$ cat src/rtl/memory_pkg.sv
// Shared types and lane-formatting helpers for the OTTER memory stage.
package memory_pkg;

    typedef enum logic {
        IDLE     = 1'b0,
        WAIT_ACK = 1'b1
    } state_e;

    localparam logic [1:0] SZ_BYTE = 2'b00;
    localparam logic [1:0] SZ_HALF = 2'b01;
    localparam logic [1:0] SZ_WORD = 2'b10;

    // MEM/WB pipeline register contents
    typedef struct packed {
        logic        valid;
        logic        regwrite;
        logic [4:0]  rd;
        logic [1:0]  rf_wr_sel;
        logic [31:0] pc_4;
        logic [31:0] alu_result;
        logic [31:0] dout2;
    } wb_t;

    // Operation captured while the bus access is outstanding
    typedef struct packed {
        logic [1:0]  size;
        logic        is_unsigned;
        logic        is_store;
        logic        regwrite;
        logic [4:0]  rd;
        logic [1:0]  rf_wr_sel;
        logic [31:0] pc_4;
        logic [31:0] alu_result;
    } op_t;

    function automatic logic is_misaligned(input logic [1:0] size, input logic [1:0] off);
        logic bad;
        case (size)
            SZ_BYTE: bad = 1'b0;
            SZ_HALF: bad = off[0];
            SZ_WORD: bad = (off != 2'b00);
            default: bad = 1'b1;
        endcase
        return bad;
    endfunction

    function automatic logic [3:0] store_be(input logic [1:0] size, input logic [1:0] off);
        logic [3:0] be;
        case (size)
            SZ_BYTE: be = 4'b0001 << off;
            SZ_HALF: be = 4'b0011 << off;
            default: be = 4'b1111;
        endcase
        return be;
    endfunction

    function automatic logic [31:0] store_wdata(input logic [1:0] size, input logic [31:0] rs2);
        logic [31:0] wd;
        case (size)
            SZ_BYTE: wd = {4{rs2[7:0]}};
            SZ_HALF: wd = {2{rs2[15:0]}};
            default: wd = rs2;
        endcase
        return wd;
    endfunction

    function automatic logic [31:0] load_format(input logic [1:0]  size,
                                                input logic [1:0]  off,
                                                input logic        is_unsigned,
                                                input logic [31:0] rdata);
        logic [31:0] sh;
        logic [31:0] res;
        sh = rdata >> {off, 3'b000};
        case (size)
            SZ_BYTE: res = is_unsigned ? {24'h0, sh[7:0]}  : {{24{sh[7]}}, sh[7:0]};
            SZ_HALF: res = is_unsigned ? {16'h0, sh[15:0]} : {{16{sh[15]}}, sh[15:0]};
            default: res = sh;
        endcase
        return res;
    endfunction

endpackage

$ cat src/rtl/load_store_align.sv
// Combinational byte-lane steering: store enables/data, load extraction, alignment check.
module load_store_align
    import memory_pkg::*;
(
    input  logic [1:0]  addr_lo,
    input  logic [1:0]  size,
    input  logic        is_store,
    input  logic        is_unsigned,
    input  logic [31:0] rs2,
    input  logic [31:0] rdata,
    output logic [3:0]  be,
    output logic [31:0] wdata,
    output logic [31:0] load_data,
    output logic        misaligned
);

    always_comb begin
        be         = is_store ? store_be(size, addr_lo) : 4'b1111;
        wdata      = is_store ? store_wdata(size, rs2) : 32'h0;
        load_data  = load_format(size, addr_lo, is_unsigned, rdata);
        misaligned = is_misaligned(size, addr_lo);
    end

endmodule

$ cat src/rtl/memory_state_access.sv
// OTTER memory stage: issues data-memory loads/stores over req/ack and fills MEM/WB.
module memory_state_access
    import memory_pkg::*;
#(
    parameter int ACK_TIMEOUT = 16,
    parameter int ADDR_W      = 32
) (
    input  logic              MEMORY_CLOCK,
    input  logic              MEMORY_RESET_N,
    input  logic              EXEC_VALID,
    input  logic [31:0]       EXEC_PC_4,
    input  logic [31:0]       EXEC_ALU_RESULT,
    input  logic [31:0]       EXEC_RS2,
    input  logic [1:0]        EXEC_RF_WR_SEL,
    input  logic              EXEC_REGWRITE,
    input  logic              EXEC_MEMWRITE,
    input  logic              EXEC_MEMREAD2,
    input  logic [1:0]        EXEC_MEM_SIZE,
    input  logic              EXEC_MEM_UNSIGNED,
    input  logic [4:0]        EX_MS_RD,
    output logic              MEM_STALL,
    output logic              DMEM_REQ,
    output logic              DMEM_WE,
    output logic [ADDR_W-1:0] DMEM_ADDR,
    output logic [31:0]       DMEM_WDATA,
    output logic [3:0]        DMEM_BE,
    input  logic              DMEM_ACK,
    input  logic [31:0]       DMEM_RDATA,
    output logic              MEM_FAULT,
    output logic              MS_WB_VALID,
    output logic              MS_WB_REGWRITE,
    output logic [31:0]       MS_WB_PC_4,
    output logic [31:0]       MS_WB_ALU_RESULT,
    output logic [31:0]       MS_WB_DOUT2,
    output logic [1:0]        MS_WB_RF_WR_SEL,
    output logic [4:0]        MS_WB_RD
);

    localparam int              CNT_W    = $clog2(ACK_TIMEOUT + 1);
    localparam logic [CNT_W-1:0] CNT_LAST = CNT_W'(ACK_TIMEOUT - 1);

    state_e             state_q, state_d;
    logic [CNT_W-1:0]   cnt_q, cnt_d;
    op_t                op_q, op_d;
    wb_t                wb_q, wb_d;
    logic               req_q, req_d;
    logic               we_q, we_d;
    logic [ADDR_W-1:0]  addr_q, addr_d;
    logic [31:0]        wdata_q, wdata_d;
    logic [3:0]         be_q, be_d;
    logic               fault_q, fault_d;

    logic               mem_op;
    logic               waiting;
    logic [31:0]        word_addr;
    logic [1:0]         al_off, al_size;
    logic               al_store, al_unsigned;
    logic [3:0]         al_be;
    logic [31:0]        al_wdata, al_load;
    logic               al_misaligned;

    assign mem_op    = EXEC_VALID & (EXEC_MEMREAD2 | EXEC_MEMWRITE);
    assign waiting   = (state_q == WAIT_ACK);
    assign word_addr = {EXEC_ALU_RESULT[31:2], 2'b00};

    // One aligner serves both phases: EX/MEM fields while idle, the latched op while waiting
    assign al_off      = waiting ? op_q.alu_result[1:0] : EXEC_ALU_RESULT[1:0];
    assign al_size     = waiting ? op_q.size            : EXEC_MEM_SIZE;
    assign al_store    = waiting ? op_q.is_store        : EXEC_MEMWRITE;
    assign al_unsigned = waiting ? op_q.is_unsigned     : EXEC_MEM_UNSIGNED;

    load_store_align u_align (
        .addr_lo     (al_off),
        .size        (al_size),
        .is_store    (al_store),
        .is_unsigned (al_unsigned),
        .rs2         (EXEC_RS2),
        .rdata       (DMEM_RDATA),
        .be          (al_be),
        .wdata       (al_wdata),
        .load_data   (al_load),
        .misaligned  (al_misaligned)
    );

    always_comb begin
        state_d   = state_q;
        cnt_d     = cnt_q;
        op_d      = op_q;
        wb_d      = wb_q;
        req_d     = req_q;
        we_d      = we_q;
        addr_d    = addr_q;
        wdata_d   = wdata_q;
        be_d      = be_q;
        fault_d   = 1'b0;
        MEM_STALL = 1'b0;

        case (state_q)
            IDLE: begin
                if (!mem_op) begin
                    wb_d.valid      = EXEC_VALID;
                    wb_d.regwrite   = EXEC_VALID & EXEC_REGWRITE;
                    wb_d.rd         = EX_MS_RD;
                    wb_d.rf_wr_sel  = EXEC_RF_WR_SEL;
                    wb_d.pc_4       = EXEC_PC_4;
                    wb_d.alu_result = EXEC_ALU_RESULT;
                    wb_d.dout2      = 32'h0;
                end else begin
                    wb_d = '0;
                    if (al_misaligned) begin
                        fault_d = 1'b1;
                    end else begin
                        MEM_STALL        = 1'b1;
                        op_d.size        = EXEC_MEM_SIZE;
                        op_d.is_unsigned = EXEC_MEM_UNSIGNED;
                        op_d.is_store    = EXEC_MEMWRITE;
                        op_d.regwrite    = EXEC_REGWRITE;
                        op_d.rd          = EX_MS_RD;
                        op_d.rf_wr_sel   = EXEC_RF_WR_SEL;
                        op_d.pc_4        = EXEC_PC_4;
                        op_d.alu_result  = EXEC_ALU_RESULT;
                        req_d            = 1'b1;
                        we_d             = EXEC_MEMWRITE;
                        addr_d           = word_addr[ADDR_W-1:0];
                        be_d             = al_be;
                        wdata_d          = al_wdata;
                        cnt_d            = '0;
                        state_d          = WAIT_ACK;
                    end
                end
            end
            WAIT_ACK: begin
                MEM_STALL = ~DMEM_ACK;
                // ACK is checked first so a completion on the last allowed cycle still retires
                if (DMEM_ACK) begin
                    req_d           = 1'b0;
                    we_d            = 1'b0;
                    wb_d.valid      = 1'b1;
                    wb_d.regwrite   = op_q.regwrite;
                    wb_d.rd         = op_q.rd;
                    wb_d.rf_wr_sel  = op_q.rf_wr_sel;
                    wb_d.pc_4       = op_q.pc_4;
                    wb_d.alu_result = op_q.alu_result;
                    wb_d.dout2      = op_q.is_store ? 32'h0 : al_load;
                    state_d         = IDLE;
                end else if (cnt_q == CNT_LAST) begin
                    req_d   = 1'b0;
                    we_d    = 1'b0;
                    fault_d = 1'b1;
                    wb_d    = '0;
                    state_d = IDLE;
                end else begin
                    cnt_d = cnt_q + 1'b1;
                end
            end
            default: state_d = IDLE;
        endcase
    end

    always_ff @(posedge MEMORY_CLOCK or negedge MEMORY_RESET_N) begin
        if (!MEMORY_RESET_N) begin
            state_q <= IDLE;
            cnt_q   <= '0;
            op_q    <= '0;
            wb_q    <= '0;
            req_q   <= 1'b0;
            we_q    <= 1'b0;
            addr_q  <= '0;
            wdata_q <= '0;
            be_q    <= '0;
            fault_q <= 1'b0;
        end else begin
            state_q <= state_d;
            cnt_q   <= cnt_d;
            op_q    <= op_d;
            wb_q    <= wb_d;
            req_q   <= req_d;
            we_q    <= we_d;
            addr_q  <= addr_d;
            wdata_q <= wdata_d;
            be_q    <= be_d;
            fault_q <= fault_d;
        end
    end

    assign DMEM_REQ         = req_q;
    assign DMEM_WE          = we_q;
    assign DMEM_ADDR        = addr_q;
    assign DMEM_WDATA       = wdata_q;
    assign DMEM_BE          = be_q;
    assign MEM_FAULT        = fault_q;
    assign MS_WB_VALID      = wb_q.valid;
    assign MS_WB_REGWRITE   = wb_q.regwrite;
    assign MS_WB_RD         = wb_q.rd;
    assign MS_WB_RF_WR_SEL  = wb_q.rf_wr_sel;
    assign MS_WB_PC_4       = wb_q.pc_4;
    assign MS_WB_ALU_RESULT = wb_q.alu_result;
    assign MS_WB_DOUT2      = wb_q.dout2;

endmodule
$ cat config.mk
export PLATFORM = sky130hd
export DESIGN_NAME = memory_state_access
export DESIGN_NICKNAME = d
export VERILOG_FILES = /design/src/rtl/memory_pkg.sv /design/src/rtl/load_store_align.sv /design/src/rtl/memory_state_access.sv
export SDC_FILE = /design/constraint.sdc
export NUM_CORES = 1
export LEC_CHECK = 0
export ABC_AREA = 1
export CORE_ASPECT_RATIO = 0.5
export CORE_MARGIN = 1.5
export CORE_UTILIZATION = 49
export CTS_BUF_LIST = sky130_fd_sc_hd__clkbuf_4
export CTS_CLUSTER_SIZE = 12
export DETAILED_ROUTE_END_ITERATION = 16
export PLACE_DENSITY = 0.83
export SYNTH_ARGS = -nofsm -noshare
export SYNTH_HDL_FRONTEND = slang
export SYNTH_HIERARCHICAL = 1
export SYNTH_SLANG_ARGS = --single-unit
$ cat constraint.sdc
create_clock -name MEMORY_CLOCK -period 3.1 [get_ports MEMORY_CLOCK]
set_clock_uncertainty 0.15 [all_clocks]
set_input_delay 0.62 -clock MEMORY_CLOCK [delete_from_list [all_inputs] [get_ports MEMORY_CLOCK]]
set_output_delay 0.62 -clock MEMORY_CLOCK [all_outputs]
set_load 0.02 [all_outputs]
==> results of run 1 <==
[how the worst min path moves through the flow]
stage                               startpoint                endpoint  slack [ns]  depth (start not counted)
after CTS                   EXEC_ALU_RESULT[9]     op_q[9]$_DFFE_PN0P_        0.31                          3
after global routing        EXEC_ALU_RESULT[3]     op_q[3]$_DFFE_PN0P_        0.33                          3
final                     op_q[34]$_DFFE_PN0P_    op_q[34]$_DFFE_PN0P_        0.33                          2
after floorplan                 MEMORY_RESET_N  DMEM_BE[0]$_DFFE_PN0P_        0.17                          0
after global placement    DMEM_REQ$_DFFE_PN0P_    DMEM_REQ$_DFFE_PN0P_        0.31                          2
after detailed placement  op_q[34]$_DFFE_PN0P_    op_q[34]$_DFFE_PN0P_        0.32                          2
[kinds of logic after synthesis]
family / after synthesis
simple gates: 876
flops: 226
buf+inv: 168
compound gates: 101
fa+ha+maj: 2
other cells: 1
[worst min-delay path: cells and delay by family, from the launching register on]
kind / cells / cell delay [ns]
DFF: 1 / 0.35
and+or+nand+nor: 2 / 0.10
[layout make-up]
cell class / count / area [sq um] / share of cell area [%]
inverter: 61 / 250 / 1.70
multi-input combinational: 981 / 4180 / 28.4
clock buffer: 81 / 608 / 4.14
tap: 300 / 375 / 2.55
timing repair buffer: 354 / 3550 / 24.1
antenna: 2 / 5.00 / 0.0340
clock inverter: 15 / 83.8 / 0.570
sequential: 226 / 5660 / 38.5
[placed cells by master, fill, tap and decap left out, types with 2 or more instances in the layout]
cell type and n:
nand3_1 108, clkdlybuf4s50_1 317, conb_1 2, clkbuf_4 81
nor2_1 47, o21ai_0 25, inv_4 2, a21oi_1 23
diode_2 2, nand3_4 2, buf_4 27, o21ai_1 39
ha_1 2, inv_2 5, o211ai_1 2, nand3_2 15
inv_1 52, nor2_4 4, o22ai_1 8, dfrtp_1 225
nand2_4 2, nand2_1 691, nand2_2 3, clkinv_2 3
clkinv_1 12, buf_12 7, o21ai_2 2
[registers in the layout, indices dropped and copies added (netlist names)]
| name | count |
|---|---|
| MS_WB_RF_WR_SEL | 2 |
| MEM_FAULT | 1 |
| MS_WB_RD | 5 |
| MS_WB_REGWRITE | 1 |
| MS_WB_DOUT2 | 32 |
| state_q | 1 |
| MS_WB_ALU_RESULT | 32 |
| MS_WB_VALID | 1 |
| DMEM_BE | 4 |
| op_q | 76 |
| cnt_q | 5 |
| DMEM_WDATA | 32 |
| DMEM_REQ | 1 |
| DMEM_WE | 1 |
| MS_WB_PC_4 | 32 |
[repair_timing]
| item | 4_1_cts | 5_1_grt |
|---|---|---|
| buffers inserted | 2 | 0 |
| hold buffers | 1 | 0 |
| pin swaps | 0 | 1 |
| endpoints found under the hold margin | 66 | 0 |
| setup endpoints to repair | 1 | 1 |
| gates resized for setup | 7 | 4 |
[report_power, final]
part           total (uW)  internal [uW]  switching [uW]
registers            4810           4080             724
logic                6920           2810            4110
clock network        2480           1270            1210
[per-stage QoR]
stage | hold WS (ns) | instances | util [%] | TNS [ns]
floorplan | 0.174 | 1375 | - | 0
global placement | 0.308 | 1919 | 64.6 | -6.52
detailed placement | 0.316 | 1919 | 64.6 | -16.78
CTS | 0.313 | 2018 | 67.9 | 0
global route | 0.331 | 2020 | 68.0 | -0.000949
finish | 0.331 | 2020 | 68.0 | 0
[routing by layer]
metal | part of all wire (%) | vias up | global-route usage (%)
li1 | - | 4894 | -
met1 | 42 | 4925 | 36.0
met2 | 49 | 427 | 46.4
met3 | 6.3 | 96 | 6.10
met4 | 3.1 | 0 | 10.4
met5 | 0 | - | 0
==> results.sh, run 1 <==
export IMPL_arrival_ns=2.13
export IMPL_path_delay_family="compound AO/OA/AOI/OAI gates"
export IMPL_yosys_area_share_xor_xnor_pct=0
export IMPL_drc=0
export IMPL_die_y_um=108
export IMPL_synthArstFlopShare_pct=100
export IMPL_period_share_pct=93.5
export IMPL_relSlewSlack_pct=14.9
export IMPL_synth_top_family_by_area="simple AND/OR/NAND/NOR gates"
export IMPL_rrSetupSlack_ns=0.47
export IMPL_synthAdderAreaFrac_pct=0.232
export IMPL_synthSimpleGateAreaFrac_pct=33.4
export IMPL_grt_overflow=0
export IMPL_startpoint="state_q$_DFF_PN0_"
export IMPL_syn_inst=1374
export IMPL_wl_mm=32.2
export IMPL_cp_slowest_cell="dfrtp_2"
export IMPL_core_region_area_sq_um=21600
export IMPL_cp_max_fo=6
export IMPL_cap_violations=0
export IMPL_reg2reg_depth=10
export IMPL_cts_inserted_buffers=52
export IMPL_place_ws_ns=-0.251
export IMPL_cp_start_kind="flop"
export IMPL_ant_nets=0
export IMPL_clkLatencyLatePin_ns=0.65
export IMPL_wire_per_inst_um=16.0
export IMPL_synth_compound_area_share_pct=4.84
export IMPL_antenna_found_initial=1
export IMPL_yosysTopAreaCellShare_pct=52.5
export IMPL_max_stage_delay_ns=0.46
export IMPL_synthMuxAreaShare_pct=0
export IMPL_yosysUniqueCellTypes=30
export IMPL_start_util_pct=49.8
export IMPL_synth_edf_count=0
export IMPL_postPlaceCellArea_sq_um=14000
export IMPL_synth_top_cells_by_area="dfrtp_1 52%, nand2_1 24%, nand3_1 5.0%"
export IMPL_ios=322
export IMPL_setup_viol=0
export IMPL_root_buffer="clkbuf_4"
export IMPL_cp_num_cells=8
export IMPL_ir_drop_mv=0.444
export IMPL_ys_seq_area_share_pct=52.5
export IMPL_path_cells="buf_4, o21ai_4, a21oi_1, a31oi_1, nor2_1, nand2_4, o21ai_1, buf_2"
export IMPL_synth_top_cell_by_area="dfrtp_1"
export IMPL_netlist_area_sq_um=10800
export IMPL_synth_warnings=6
export IMPL_drt_iter0_drc=1028
export IMPL_slew_violations=0
export IMPL_globalplace_congestion=0.869
export IMPL_htreeDepth=2
export IMPL_dieArea_sq_um=23000
export IMPL_cts_clk_slew_worst_paths_ns=0.08
export IMPL_status="finished, final reports clean"
export IMPL_synth_area_per_cell_sq_um=7.85
export IMPL_hpwl_mm=21.9
export IMPL_area_delta_synth_final_pct=36.4
export IMPL_worst_hold_path_type="flop to flop"
export IMPL_hold_viol_final=0
export IMPL_setup_worst_path_class="flop to output port"
export IMPL_fin_total_pwr_uw=14200
export IMPL_dr_pass1_iters=5
export IMPL_synth_flop_cell="dfrtp_1"
export IMPL_r2r_start="state_q$_DFF_PN0_"
export IMPL_r2r_end="DMEM_WDATA[26]$_DFFE_PN0P_"
export IMPL_power_density_nw_per_um2=966
export IMPL_final_nets=1823
export IMPL_synth_top_cells_by_count="691 x nand2_1, 226 x dfrtp_1, 108 x nand3_1, 54 x buf_4, 52 x inv_1"
export IMPL_cp_required_ns=2.33
export IMPL_die_w_um=213
export IMPL_end_kind="output port"
export IMPL_clockBufferDepth=3
export IMPL_cts_tree="done"
export IMPL_vias=10342
export IMPL_grt_pass1_vias=10124
export IMPL_fillerInstances=1740
export IMPL_yosysMostFrequentCell="nand2_1"
export IMPL_via_per_inst=5.12
export IMPL_max_freq_mhz=345
export IMPL_crit_path_end="MEM_STALL"
export IMPL_finalCriticalPeriod_ns=2.90
export IMPL_grt_pass1_wl_mm=51.1
export IMPL_cp_num_buf_inv=2
export IMPL_fin_area_sq_um=14700
export IMPL_grtUsageTotal_pct=27.9
export IMPL_io_buffers=319
export IMPL_p_leak_uw=0.00734
export IMPL_worst_slew_pin_slew_ns=1.28
export IMPL_setup_ws_ns=0.202
export IMPL_cts_sinks=226
export IMPL_num_rows=38
export IMPL_synth_seq_cells=226
export IMPL_grt_max_degree=72
export IMPL_layout_drive_gt1_share_pct=9.31
No activity file was read; power rests on OpenSTA's default activity.
==> inputs of run 2 (changes only) <==
DONT_BUFFER_PORTS = 1   (was not set)
PLACE_DENSITY = not set   (was 0.83)
==> run 2 against run 1 <==
The run now ends with hold timing left. Sequential share of layout area up 7.1 points. Flip-flop and latch count unchanged. Power down 13%. Hold slack worse by 0.83 ns. First-iteration DRC count down 8.1%. Via count down 9.8%. Count of clock-buffer cells in the layout down 1. Cell count down 11%. Design area down 16%. Routed wire length down 5.1%. Worst setup slack worse by 0.090 ns. Critical path type is now input port to output port. Critical endpoint unchanged. Largest power group is now registers.
==> results.sh, run 2 (synthesis results as in run 1) <==
export IMPL_status="finished with violations"
export IMPL_failed_checks="hold timing"
export IMPL_cp_start_kind="input port"
export IMPL_setup_ws_ns=0.112
export IMPL_dr_max_layer_used="met4"
export IMPL_cap_violations=0
export IMPL_setup_worst_path_class="input port to output port"
export IMPL_via_per_inst=5.21
export IMPL_slew_violations=0
export IMPL_dieArea_sq_um=23000
export IMPL_setup_viol=0
export IMPL_wl_met3_mm=3.36
export IMPL_die_y_um=108
export IMPL_whs_ns=-0.496
export IMPL_hold_viol_final=226
export IMPL_io_buffers=0
export IMPL_power_density_nw_per_um2=995
export IMPL_grt_max_degree=227
export IMPL_ant_nets=0
export IMPL_core_region_area_sq_um=21600
export IMPL_cp_slowest_cell="dlygate4sd3_1"
export IMPL_cts_inserted_buffers=54
export IMPL_htreeDepth=2
export IMPL_wl_mm=30.6
export IMPL_root_buffer="clkbuf_4"
export IMPL_worst_slew_pin_slew_ns=0.792
export IMPL_place_ws_ns=0.239
export IMPL_fin_util_pct=57.4
export IMPL_largest_register_ffs=76
export IMPL_finalCriticalPeriod_ns=2.99
export IMPL_globalplace_congestion=0.863
export IMPL_area_delta_synth_final_pct=15.2
export IMPL_period_share_pct=96.4
export IMPL_mostFrequentLayoutCell="nand2_1"
export IMPL_end_kind="output port"
export IMPL_ir_drop_mv=0.444
export IMPL_final_nets=1599
export IMPL_vias=9332
export IMPL_arrival_ns=2.22
export IMPL_dr_pass1_iters=7
export IMPL_wire_per_inst_um=17.1
export IMPL_start_util_pct=49.8
export IMPL_met2WireLength_mm=13.2
export IMPL_cp_num_buf_inv=4
export IMPL_ios=322
export IMPL_cts_clk_slew_worst_paths_ns=0.07
export IMPL_relSlewSlack_pct=46.6
export IMPL_drt_iter0_drc=945
export IMPL_cts_tree="done"
export IMPL_max_freq_mhz=335
export IMPL_drc=0
export IMPL_grtUsageTotal_pct=26.5
export IMPL_hpwl_mm=19.3
export IMPL_rsz0062_at_grt="no"
export IMPL_path_cells="dlygate4sd3_1, inv_1, o21ai_0, buf_4, inv_4, a31oi_1, nor2_1, nand2_4, o21ai_2"
export IMPL_cp_required_ns=2.33
export IMPL_met1_length_mm=13.2
export IMPL_antenna_found_initial=0
export IMPL_grt_pass1_vias=9044
export IMPL_final_setup_tns_ns=0
export IMPL_cts_sinks=226
export IMPL_clkLatencyLatePin_ns=0.69
export IMPL_top_register="op_q"
export IMPL_die_w_um=213
export IMPL_cp_max_fo=9
export IMPL_hold_buffers=108
export IMPL_grt_pass1_wl_mm=48.2
export IMPL_path_delay_family="buffers and inverters"
export IMPL_max_stage_delay_ns=0.54
export IMPL_clockBufferDepth=3
export IMPL_num_rows=38
export IMPL_final_cell_mix="691 x nand2_1, 225 x dfrtp_1, 108 x nand3_1, 108 x dlygate4sd3_1, 80 x clkbuf_4"
export IMPL_grt_overflow=0
export IMPL_worst_hold_path_type="input port to async pin"
export IMPL_layout_drive_gt1_share_pct=9.59
export IMPL_diodes=0
export IMPL_p_leak_uw=0.00649
## run 2: metal layers
metal	vias to the layer above	GRT usage (%)
met1	4429	34.9
met4	0	9.98
met5	-	0
met3	56	10.6
met2	405	39.1
li1	4442	-
## run 2: metrics by stage
step	cell area, sq um	total power (uW)	instances
6_report	12400	12400	1791
3_3_place_gp	10600	9610	1586
4_1_cts	12400	12400	1791
3_5_place_dp	10600	9730	1586
2_1_floorplan	10800	9030	1375
5_1_grt	12400	13300	1791
## run 2: repair_timing
action | in CTS | in global routing
resized for setup | 1 | 2
hold endpoints to repair | 409 | 226
setup endpoints to repair | 1 | 1
setup buffers | 2 | 0
pin swaps | 1 | 0
## run 2: final timing paths
check | slack (ns) | cells past startpoint | endpoint | startpoint
hold reg to reg | 0.33 | 2 | op_q[39]$_DFFE_PN0P_ | op_q[39]$_DFFE_PN0P_
setup reg to reg | 0.28 | 11 | op_q[31]$_DFFE_PN0P_ | state_q$_DFF_PN0_
min in group MEMORY_CLOCK | 0.06 | 4 | MS_WB_DOUT2[3]$_DFFE_PN0P_ | DMEM_RDATA[3]
setup / recovery | 0.11 | 9 | MEM_STALL | EXEC_MEM_SIZE[0]
hold / removal | -0.50 | 0 | MS_WB_ALU_RESULT[14]$_DFFE_PN0P_ | MEMORY_RESET_N
max in group asynchronous | 2.79 | 0 | MS_WB_ALU_RESULT[10]$_DFFE_PN0P_ | MEMORY_RESET_N
## run 2: power by group
| group | internal [uW] | total [uW] | switching, uW |
|---|---|---|---|
| Combinational | 1310 | 3820 | 2510 |
| Clock | 1260 | 2490 | 1230 |
| Sequential | 4070 | 6050 | 1980 |
## run 2: layout make-up
| type | instances | area (sq um) |
|---|---|---|
| repair buffers | 128 | 1280 |
| inverters | 61 | 250 |
| multi-input cells | 981 | 4170 |
| flip-flops and latches | 226 | 5660 |
| clock inverters | 15 | 83.8 |
| fillers | 1984 | 9210 |
| clock buffers | 80 | 601 |
| well taps | 300 | 375 |
==> inputs of run 3 (changes only) <==
PLACE_DENSITY = 0.68   (was not set)
==> run 3 against run 2 <==
The run still ends with hold timing left. Critical path depth did not move. Sequential share of layout area fell by 0.073 points. Sequential power barely moved. Combinational power rose by 2%. Power rose by 0.48%. Design area rose by 0.16%. Count of clock-buffer cells in the layout fell by 4. Non-clock buffer count fell by 1. Global-route usage fell by 0.56 points. Utilization rose by 0.093 points. Worst setup slack got worse by 0.032 ns. Clock power barely moved.
==> results.sh, run 3 (synthesis results as in run 1) <==
export IMPL_status="finished with violations"
export IMPL_failed_checks="hold timing"
export IMPL_worst_slew_pin_slew_ns=0.869
export IMPL_end_kind="output port"
export IMPL_clkLatencyLatePin_ns=0.69
export IMPL_final_nets=1598
export IMPL_globalplace_congestion=0.869
export IMPL_final_cell_mix="690 x nand2_1, 225 x dfrtp_1, 108 x nand3_1, 103 x dlygate4sd3_1, 76 x clkbuf_4"
export IMPL_htreeDepth=2
export IMPL_power_density_nw_per_um2=998
export IMPL_drc=0
export IMPL_cp_start_kind="input port"
export IMPL_io_buffers=0
export IMPL_final_cells=1798
export IMPL_dieArea_sq_um=23000
export IMPL_cap_violations=0
export IMPL_p_leak_uw=0.00650
export IMPL_switching_share_pct=46.6
export IMPL_arrival_ns=2.25
export IMPL_p_int_uw=6630
export IMPL_ios=322
export IMPL_clockBufferDepth=3
export IMPL_dp_cells=1586
export IMPL_wl_mm=30.3
export IMPL_fillerInstances=1953
export IMPL_die_w_um=213
export IMPL_drt_iter0_drc=963
export IMPL_setup_worst_path_class="input port to output port"
export IMPL_dr_pass1_iters=6
export IMPL_top_register="op_q"
export IMPL_grt_pass1_vias=9150
export IMPL_vias=9475
export IMPL_regArea_sq_um=5660
export IMPL_cts_tree="done"
export IMPL_cts_inserted_buffers=54
export IMPL_switchingPower_uw=5790
export IMPL_largest_register_ffs=76
export IMPL_ir_drop_mv=0.447
export IMPL_cp_max_fo=4
export IMPL_hold_viol_final=226
export IMPL_grt_overflow=0
export IMPL_grt_max_degree=227
export IMPL_max_freq_mhz=331
export IMPL_multi_input_area_sq_um=4200
export IMPL_layout_drive_gt1_share_pct=9.96
export IMPL_ant_nets=0
export IMPL_antenna_found_initial=2
export IMPL_pwr_share_seq_pct=48.6
export IMPL_worst_hold_path_type="input port to async pin"
export IMPL_num_rows=38
export IMPL_rsz0062_at_grt="no"
export IMPL_mostFrequentLayoutCell="nand2_1"
export IMPL_combPwrFrac_pct=31.3
export IMPL_whs_ns=-0.507
export IMPL_via_per_inst=5.27
export IMPL_hpwl_mm=18.8
export IMPL_setup_viol=0
export IMPL_final_setup_tns_ns=0
export IMPL_start_util_pct=49.8
export IMPL_wire_per_inst_um=16.9
export IMPL_slew_violations=0
export IMPL_die_y_um=108
export IMPL_root_buffer="clkbuf_4"
export IMPL_grt_pass1_wl_mm=47.5
export IMPL_area_delta_synth_final_pct=15.4
export IMPL_cp_required_ns=2.33
export IMPL_grtUsageTotal_pct=25.9
export IMPL_cts_clk_slew_worst_paths_ns=0.07
export IMPL_relSlewSlack_pct=41.9
export IMPL_finalCriticalPeriod_ns=3.02
export IMPL_cts_sinks=226
export IMPL_period_share_pct=97.4
export IMPL_hold_buffers=103
export IMPL_pwr_share_clk_pct=20.0
export IMPL_core_region_area_sq_um=21600
[run 3: changes by cell type in the layout (fill, tap and decap cells not counted), moves of 2 or more]
cell,delta
clkbuf_4,-4
o21ai_2,-2
diode_2,+2
dlygate4sd3_1,-5
o21ai_4,+2
buf_4,+4
clkinv_1,+8
[run 3: timing repair]
item,4_1_cts,5_1_grt
cloned,0,0
gates resized for setup,6,9
pin swaps,2,2
buffers inserted,2,4
endpoints found under the hold margin,405,226
setup endpoints to repair,1,1
[run 3: final timing paths]
kind	from	end	slack, ns	cells after the start
worst min-delay path	MEMORY_RESET_N	op_q[44]$_DFFE_PN0P_	-0.51	0
worst max register to register	state_q$_DFF_PN0_	DMEM_WDATA[20]$_DFFE_PN0P_	0.48	10
worst max-delay path	EXEC_ALU_RESULT[1]	MEM_STALL	0.08	9
min in group MEMORY_CLOCK	DMEM_RDATA[0]	MS_WB_DOUT2[0]$_DFFE_PN0P_	0.04	4
worst min register to register	op_q[37]$_DFFE_PN0P_	op_q[37]$_DFFE_PN0P_	0.33	2
max in group asynchronous	MEMORY_RESET_N	DMEM_WDATA[17]$_DFFE_PN0P_	3.01	0
[run 3: area by class of cell]
type | count | share of cell area, %
multi-input cells | 981 | 33.8
flip-flops and latches | 226 | 45.5
diodes | 2 | 0.0402
repair buffers | 127 | 10.1
clock inverters | 25 | 0.986
inverters | 61 | 2.05
clock buffers | 76 | 4.59
well taps | 300 | 3.02
[run 3: stage by stage]
| stage | worst slack, ns | util [%] | hold slack (ns) | instance area, sq um | power (uW) |
|---|---|---|---|---|---|
| 2_1_floorplan | 0.0972 | - | 0.174 | 10800 | 9030 |
| 3_3_place_gp | 0.469 | 49.1 | 0.179 | 10600 | 9560 |
| 3_5_place_dp | 0.425 | 49.1 | 0.177 | 10600 | 9710 |
| 4_1_cts | 0.0220 | 57.2 | -0.579 | 12400 | 12400 |
| 5_1_grt | 0.0123 | 57.5 | -0.595 | 12400 | 13300 |
| 6_report | 0.0806 | 57.5 | -0.507 | 12400 | 12400 |
[run 3: critical path, stage by stage]
cell and delay (ns):
dlygate4sd3_1 0.55, inv_1 0.07, o21ai_2 0.15, bufinv_8 0.21, a31oi_2 0.23, nor2_2 0.08, nand2_4 0.09, o21ai_1 0.08
buf_4 0.17
[run 3: routing by layer]
metal | wire [um] | GRT usage (%) | vias to the layer above
li1 | - | - | 4448
met1 | 12600 | 33.8 | 4528
met2 | 14000 | 40.8 | 440
met3 | 3000 | 8.46 | 59
met4 | 703 | 8.51 | 0
met5 | 0 | 0 | -
[run 3: power by group through the flow]
stage / combinational (uW) / clock [uW] / sequential, uW
after floorplan: 3550 / 0 / 5480
after global placement: 3510 / 0 / 6050
after detailed placement: 3630 / 0 / 6080
after CTS: 3800 / 2550 / 6040
after global routing: 4410 / 2710 / 6170
final: 3890 / 2490 / 6040
==> RTL edit 1 (config.mk and constraints of run 1) <==
`ACK_TIMEOUT`: 16 -> 32.
--- a/src/rtl/memory_state_access.sv
+++ b/src/rtl/memory_state_access.sv
@@ -2,7 +2,7 @@
 module memory_state_access
     import memory_pkg::*;
 #(
-    parameter int ACK_TIMEOUT = 16,
+    parameter int ACK_TIMEOUT = 32,
     parameter int ADDR_W      = 32
 ) (
     input  logic              MEMORY_CLOCK,
Check against the original RTL: not settled (the Yosys comparison gave no result); the edit may change what the design does.
==> RTL edit 1 against run 1 <==
  * Global-route usage fell by 0.49 points
  * Total power fell by 1.4%
  * Via count fell by 2.2%
  * Routed wire length fell by 1.2%
  * Sequential share of layout area barely moved
  * Sequential cell count rose by 1
  * Area after synthesis rose by 0.37%
  * Final area rose by 0.46%
  * Worst setup slack got worse by 0.0030 ns
==> RTL edit 1: results (changes against run 1) <==
| Result | This run | Delta |
| --- | --- | --- |
| Outcome | completed |  |
| Top cell family by delay on the critical path | flip-flops |  |
| Leak | 6.96 nW | -5.1% |
| Number of global-route vias before repair | 10300 | +1.3% |
| H-tree depth reported by CTS | 2 | unchanged |
| Distinct cell type count of the synthesized netlist | 32 | +6.7% |
| Overall routed net length | 31900 um | -1.2% |
| Clock insertion delay at the later pin of the skew report | 0.65 ns | about the same |
| Total Routing Usage GR | 27.4% | -0.49 points |
| Placed standard-cell area | 14100 um2 | +0.60% |
| Seq/Total Area, Yosys | 52.5% | about the same |
| Largest reg by FF count | op_q |  |
| Slowest Stage Delay on Critical Path | 0.46 ns | about the same |
| Share of cells above drive strength 1 | 9.12% | -0.19 points |
| Number of iterations in the first detailed-routing pass | 6 | +1 |
| Count of nets after finishing | 1764 | -3.2% |
| Post-detailed-route via-to-cell ratio | 5.17 | +0.98% |
| Largest cells by area after synthesis | dfrtp_1, nand2_1, o21ai_0 |  |
| Post-synth top flop | dfrtp_1 |  |
| Post-Place Worst Slack | -0.199 ns | +0.0522 ns |
| Number of port buffers | 319 | unchanged |
| Flip-flop count of the largest register, all copies and words added | 76 | unchanged |
| Hold/Removal Path Class | reg -> reg |  |
| Routability Congestion | 0.893 | +2.8% |
| Leading cell types by count after synthesis | nand2_1, dfrtp_1, inv_1 |  |
| Maximum fanout along the worst path | 6 | unchanged |
| CTS Buf Count | 52 | unchanged |
| First-pass GRT wire length | 50500 um | -1.2% |
| Tightest slew margin relative to the limit | 59.3% | +44 points |
| Reg clk slew, reported paths | 0.08 ns | about the same |
| Arr. time, crit path | 2.13 ns | about the same |
| Library cell used as clock root buffer | clkbuf_4 |  |
| Async S/R FF share, synth | 100% | unchanged |
| Number of antenna violations at the first check in global routing | 2 | +1 |
| Standard cell with the maximum stage delay on the critical path | dfrtp_2 |  |
| HPWL after detailed placement | 22000 um | +0.46% |
| Number of DRC markers in iteration 0 | 954 | -7.2% |
| Maximum buffer depth of the clock tree | 3 | unchanged |
| Worst VDD drop | 0.000453 V | +2.0% |
| Warnings, synthesis | 6 | unchanged |
| Maximum number of pins on one net before global-route repair | 157 | +120% |
[RTL edit 1: changes by cell type after synthesis, sizes merged]
cell and delta:
a22oi +2, buf -11, clkbuf +11, dfrtp +1
ha -1, inv +109, nand2 -272, nand3 -69
nand4 -1, nor3 +1, o211ai +68, o21ai +106
o21bai +1, o22ai +1
[RTL edit 1: timing repair]
item | CTS | global route
endpoints found under the hold margin | 58 | 0
resized for setup | 7 | 5
setup endpoints to repair | 1 | 1
setup buffers | 3 | 0
hold buffers | 1 | 0
gates cloned | 0 | 0
[RTL edit 1: report_power, final]
group | switching (mW) | leakage (nW) | internal [mW]
clock | 1.20 | 0.386 | 1.20
combinational | 4.02 | 3.66 | 2.79
sequential | 0.713 | 2.92 | 4.09
total | 5.93 | 6.96 | 8.09
[RTL edit 1: cells by family after synthesis]
family	Yosys count	synth area share (%)
and+or+nand+nor	535	20.6
adders and majority gates	1	0.116
buffers and inverters	277	12.0
DFF	227	52.5
other	1	0.0347
AOI/OAI and AO/OA	279	14.7
[RTL edit 1: layout make-up]
class	instances	area [um2]
inverters	170	657
diodes	2	5.00
clock buffers	76	571
flip-flops and latches	227	5680
fillers	1697	6910
multi-input cells	817	3900
clock inverters	15	82.6
repair buffers	350	3500
well taps	300	375
[RTL edit 1: worst register-to-register path, cell delays in order (launching register included)]
cell	delay, ns
dfrtp_2	0.46
buf_4	0.16
nand2_1	0.06
o21ai_1	0.09
buf_4	0.20
inv_4	0.29
nand2_4	0.23
nor2_4	0.15
nand3_4	0.29
nand3_2	0.14
inv_1	0.05
o21ai_0	0.22
[RTL edit 1: worst paths after layout]
check / startpoint / endpoint / slack (ns) / depth (start not counted)
worst max-delay path: state_q / MEM_STALL / 0.20 / 9
worst max register to register: state_q / MS_WB_DOUT2[30] / 0.50 / 11
max in group asynchronous: MEMORY_RESET_N / MS_WB_ALU_RESULT[29] / 1.60 / 3
worst min register to register: DMEM_WE / DMEM_WE / 0.33 / 2
min in group asynchronous: MEMORY_RESET_N / MS_WB_RD[2] / 0.36 / 2
worst min-delay path: DMEM_WE / DMEM_WE / 0.33 / 2
[RTL edit 1: metal layers]
| metal | global-route usage (%) | wire length, um | vias to the layer above |
|---|---|---|---|
| met2 | 46.7 | 15300 | 452 |
| met1 | 33.9 | 13000 | 4790 |
| li1 | - | - | 4784 |
| met5 | 0 | 0 | - |
| met4 | 12.4 | 1290 | 0 |
| met3 | 5.93 | 2290 | 92 |
[RTL edit 1: stage by stage]
step	std cells	total power, mW
floorplan	1321	8.85
global placement	1860	11.3
detailed placement	1860	11.6
CTS	1955	14.1
global route	1957	15.0
finish	1957	14.0
==> RTL edit 2 (settings of run 1) <==
Without the edit above. Take the reset off `addr_q`, `wdata_q` and `be_q` and load them in a clocked block of their own.
--- a/src/rtl/memory_state_access.sv
+++ b/src/rtl/memory_state_access.sv
@@ -165,9 +165,6 @@
             wb_q    <= '0;
             req_q   <= 1'b0;
             we_q    <= 1'b0;
-            addr_q  <= '0;
-            wdata_q <= '0;
-            be_q    <= '0;
             fault_q <= 1'b0;
         end else begin
             state_q <= state_d;
@@ -176,11 +173,14 @@
             wb_q    <= wb_d;
             req_q   <= req_d;
             we_q    <= we_d;
-            addr_q  <= addr_d;
-            wdata_q <= wdata_d;
-            be_q    <= be_d;
             fault_q <= fault_d;
         end
+    end
+
+    always_ff @(posedge MEMORY_CLOCK) begin
+        addr_q  <= addr_d;
+        wdata_q <= wdata_d;
+        be_q    <= be_d;
     end
 
     assign DMEM_REQ         = req_q;
Check against the original RTL: not equivalent (Yosys sat finds a counterexample within 4 cycles, from zero or initial values and one cycle with MEMORY_RESET_N low).
==> RTL edit 2 against run 1 <==
  * Clock power up 6%
  * Area after synthesis up 3.8%
  * Total power down 1.8%
  * Register-to-register slack worse by 0.05 ns
  * Sequential cell count up 30
  * Count of clock-buffer cells in the layout up 6
  * Worst setup slack worse by 0.037 ns
  * Cell count down 3.3%
  * Sequential power up 10%
  * First-iteration DRC count down 19%
  * Final area up 4.7%
  * Global-route usage down 1.6 points
  * Routed wire length down 1.6%
==> RTL edit 2: results (changes against run 1) <==
| Result | This run | Delta |
| --- | --- | --- |
| Combinational power | 6.04 mW | -13% |
| Share of synthesized cell area in full adder, half adder and majority cells | 0.224% | -0.0085 points |
| Detailed-route wire length per cell | 16.2 um | +1.8% |
| Share of cells above drive strength 1 | 10.3% | +0.98 points |
| Arr. time, crit path | 2.17 ns | +0.04 ns |
| Leading cell types by count after synthesis | nand2_1, dfrtp_1, nand3_1 |  |
| Total number of vias | 9942 | -3.9% |
| Seq/Total Area, Yosys | 60.2% | +7.7 points |
| Worst reg-to-reg path cell count | 12 | +2 |
| Overall routed net length | 31700 um | -1.6% |
| Inverters excl. clock | 60 | -1.6% |
| Leak | 7.22 nW | -1.7% |
| Routability Congestion | 0.857 | -1.3% |
| Power Sequential | 5.29 mW | +10% |
| Total Routing Usage GR | 26.3% | -1.6 points |
| HPWL after detailed placement | 21300 um | -2.7% |
| Number of global-route vias before repair | 9827 | -2.9% |
| Synthesized instance count | 1263 | -8.1% |
| Count of nets after finishing | 1755 | -3.7% |
| Plain + repair buffers | 352 | -0.56% |
| Worst VDD drop | 0.000487 V | +9.7% |
| Metal-1 WL | 12900 um | -4.5% |
| Global routing usage on met3 | 5.62% | -0.48 points |
| Proportion of cell area occupied by multi-input gates | 24.8% | -3.6 points |
| Multi-input gate count | 879 | -10% |
| Worst r2r dst | DMEM_BE[0] |  |
| Clock insertion delay at the later pin of the skew report | 0.69 ns | +0.04 ns |
| Hold path start | op_q[7] |  |
| Post-Place Worst Slack | -0.324 ns | -0.0727 ns |
| TritonCTS sink count | 256 | +13% |
| Number of gates resized after cts | 10 | +3 |
| Clk cell area share | 4.74% | +0.030 points |
| Power density normalized to cell area | 906 nW/um2 | -6.2% |
| Net switching power | 5.61 mW | -7.2% |
| Distinct cell type count of the synthesized netlist | 29 | -3.3% |
| Placeable core region | 22000 um2 | +1.8% |
| Maximum fanout along the worst path | 5 | -1 |
| Number of DRC markers in iteration 0 | 828 | -19% |
| Switching power as a share of total power | 40.2% | -2.3 points |
| Top achievable clock speed | 341 MHz | -1.3% |
| Placed standard-cell area | 14600 um2 | +4.6% |
| CTS Buf Count | 59 | +13% |
| Number of flops mapped to enable cells by yosys | 66 | +66 |
| First-pass GRT wire length | 49500 um | -3.3% |
| Outcome | completed |  |
| Register share of the cell area | 43.7% | +5.3 points |
| Inst Count DP | 1844 | -3.9% |
[RTL edit 2: cell count changes after synthesis, moves of 2 or more]
cell / before / now
buf_2: 27 / 34
buf_4: 54 / 17
buf_6: 11 / 9
clkbuf_1: 12 / 9
clkbuf_2: 3 / 0
dfrtp_1: 226 / 190
edfxtp_1: 0 / 66
inv_2: 6 / 4
nand2_1: 691 / 586
nor2_1: 47 / 50
nor2_2: 1 / 3
o21ai_0: 29 / 33
o21ai_1: 38 / 31
[RTL edit 2: how the worst min path moves through the flow]
stage	end	slack [ns]	cells after the start
2_1_floorplan	DMEM_REQ	0.17	0
3_3_place_gp	DMEM_REQ	0.31	2
3_5_place_dp	op_q[51]	0.32	2
4_1_cts	op_q[66]	0.29	3
5_1_grt	op_q[66]	0.29	3
6_report	op_q[7]	0.33	2
[RTL edit 2: critical path: cells and delay by family (launching register included)]
family / cells / cell delay, ns
buf+inv: 4 / 0.53
flops: 1 / 0.40
simple gates: 3 / 0.29
compound gates: 3 / 0.26
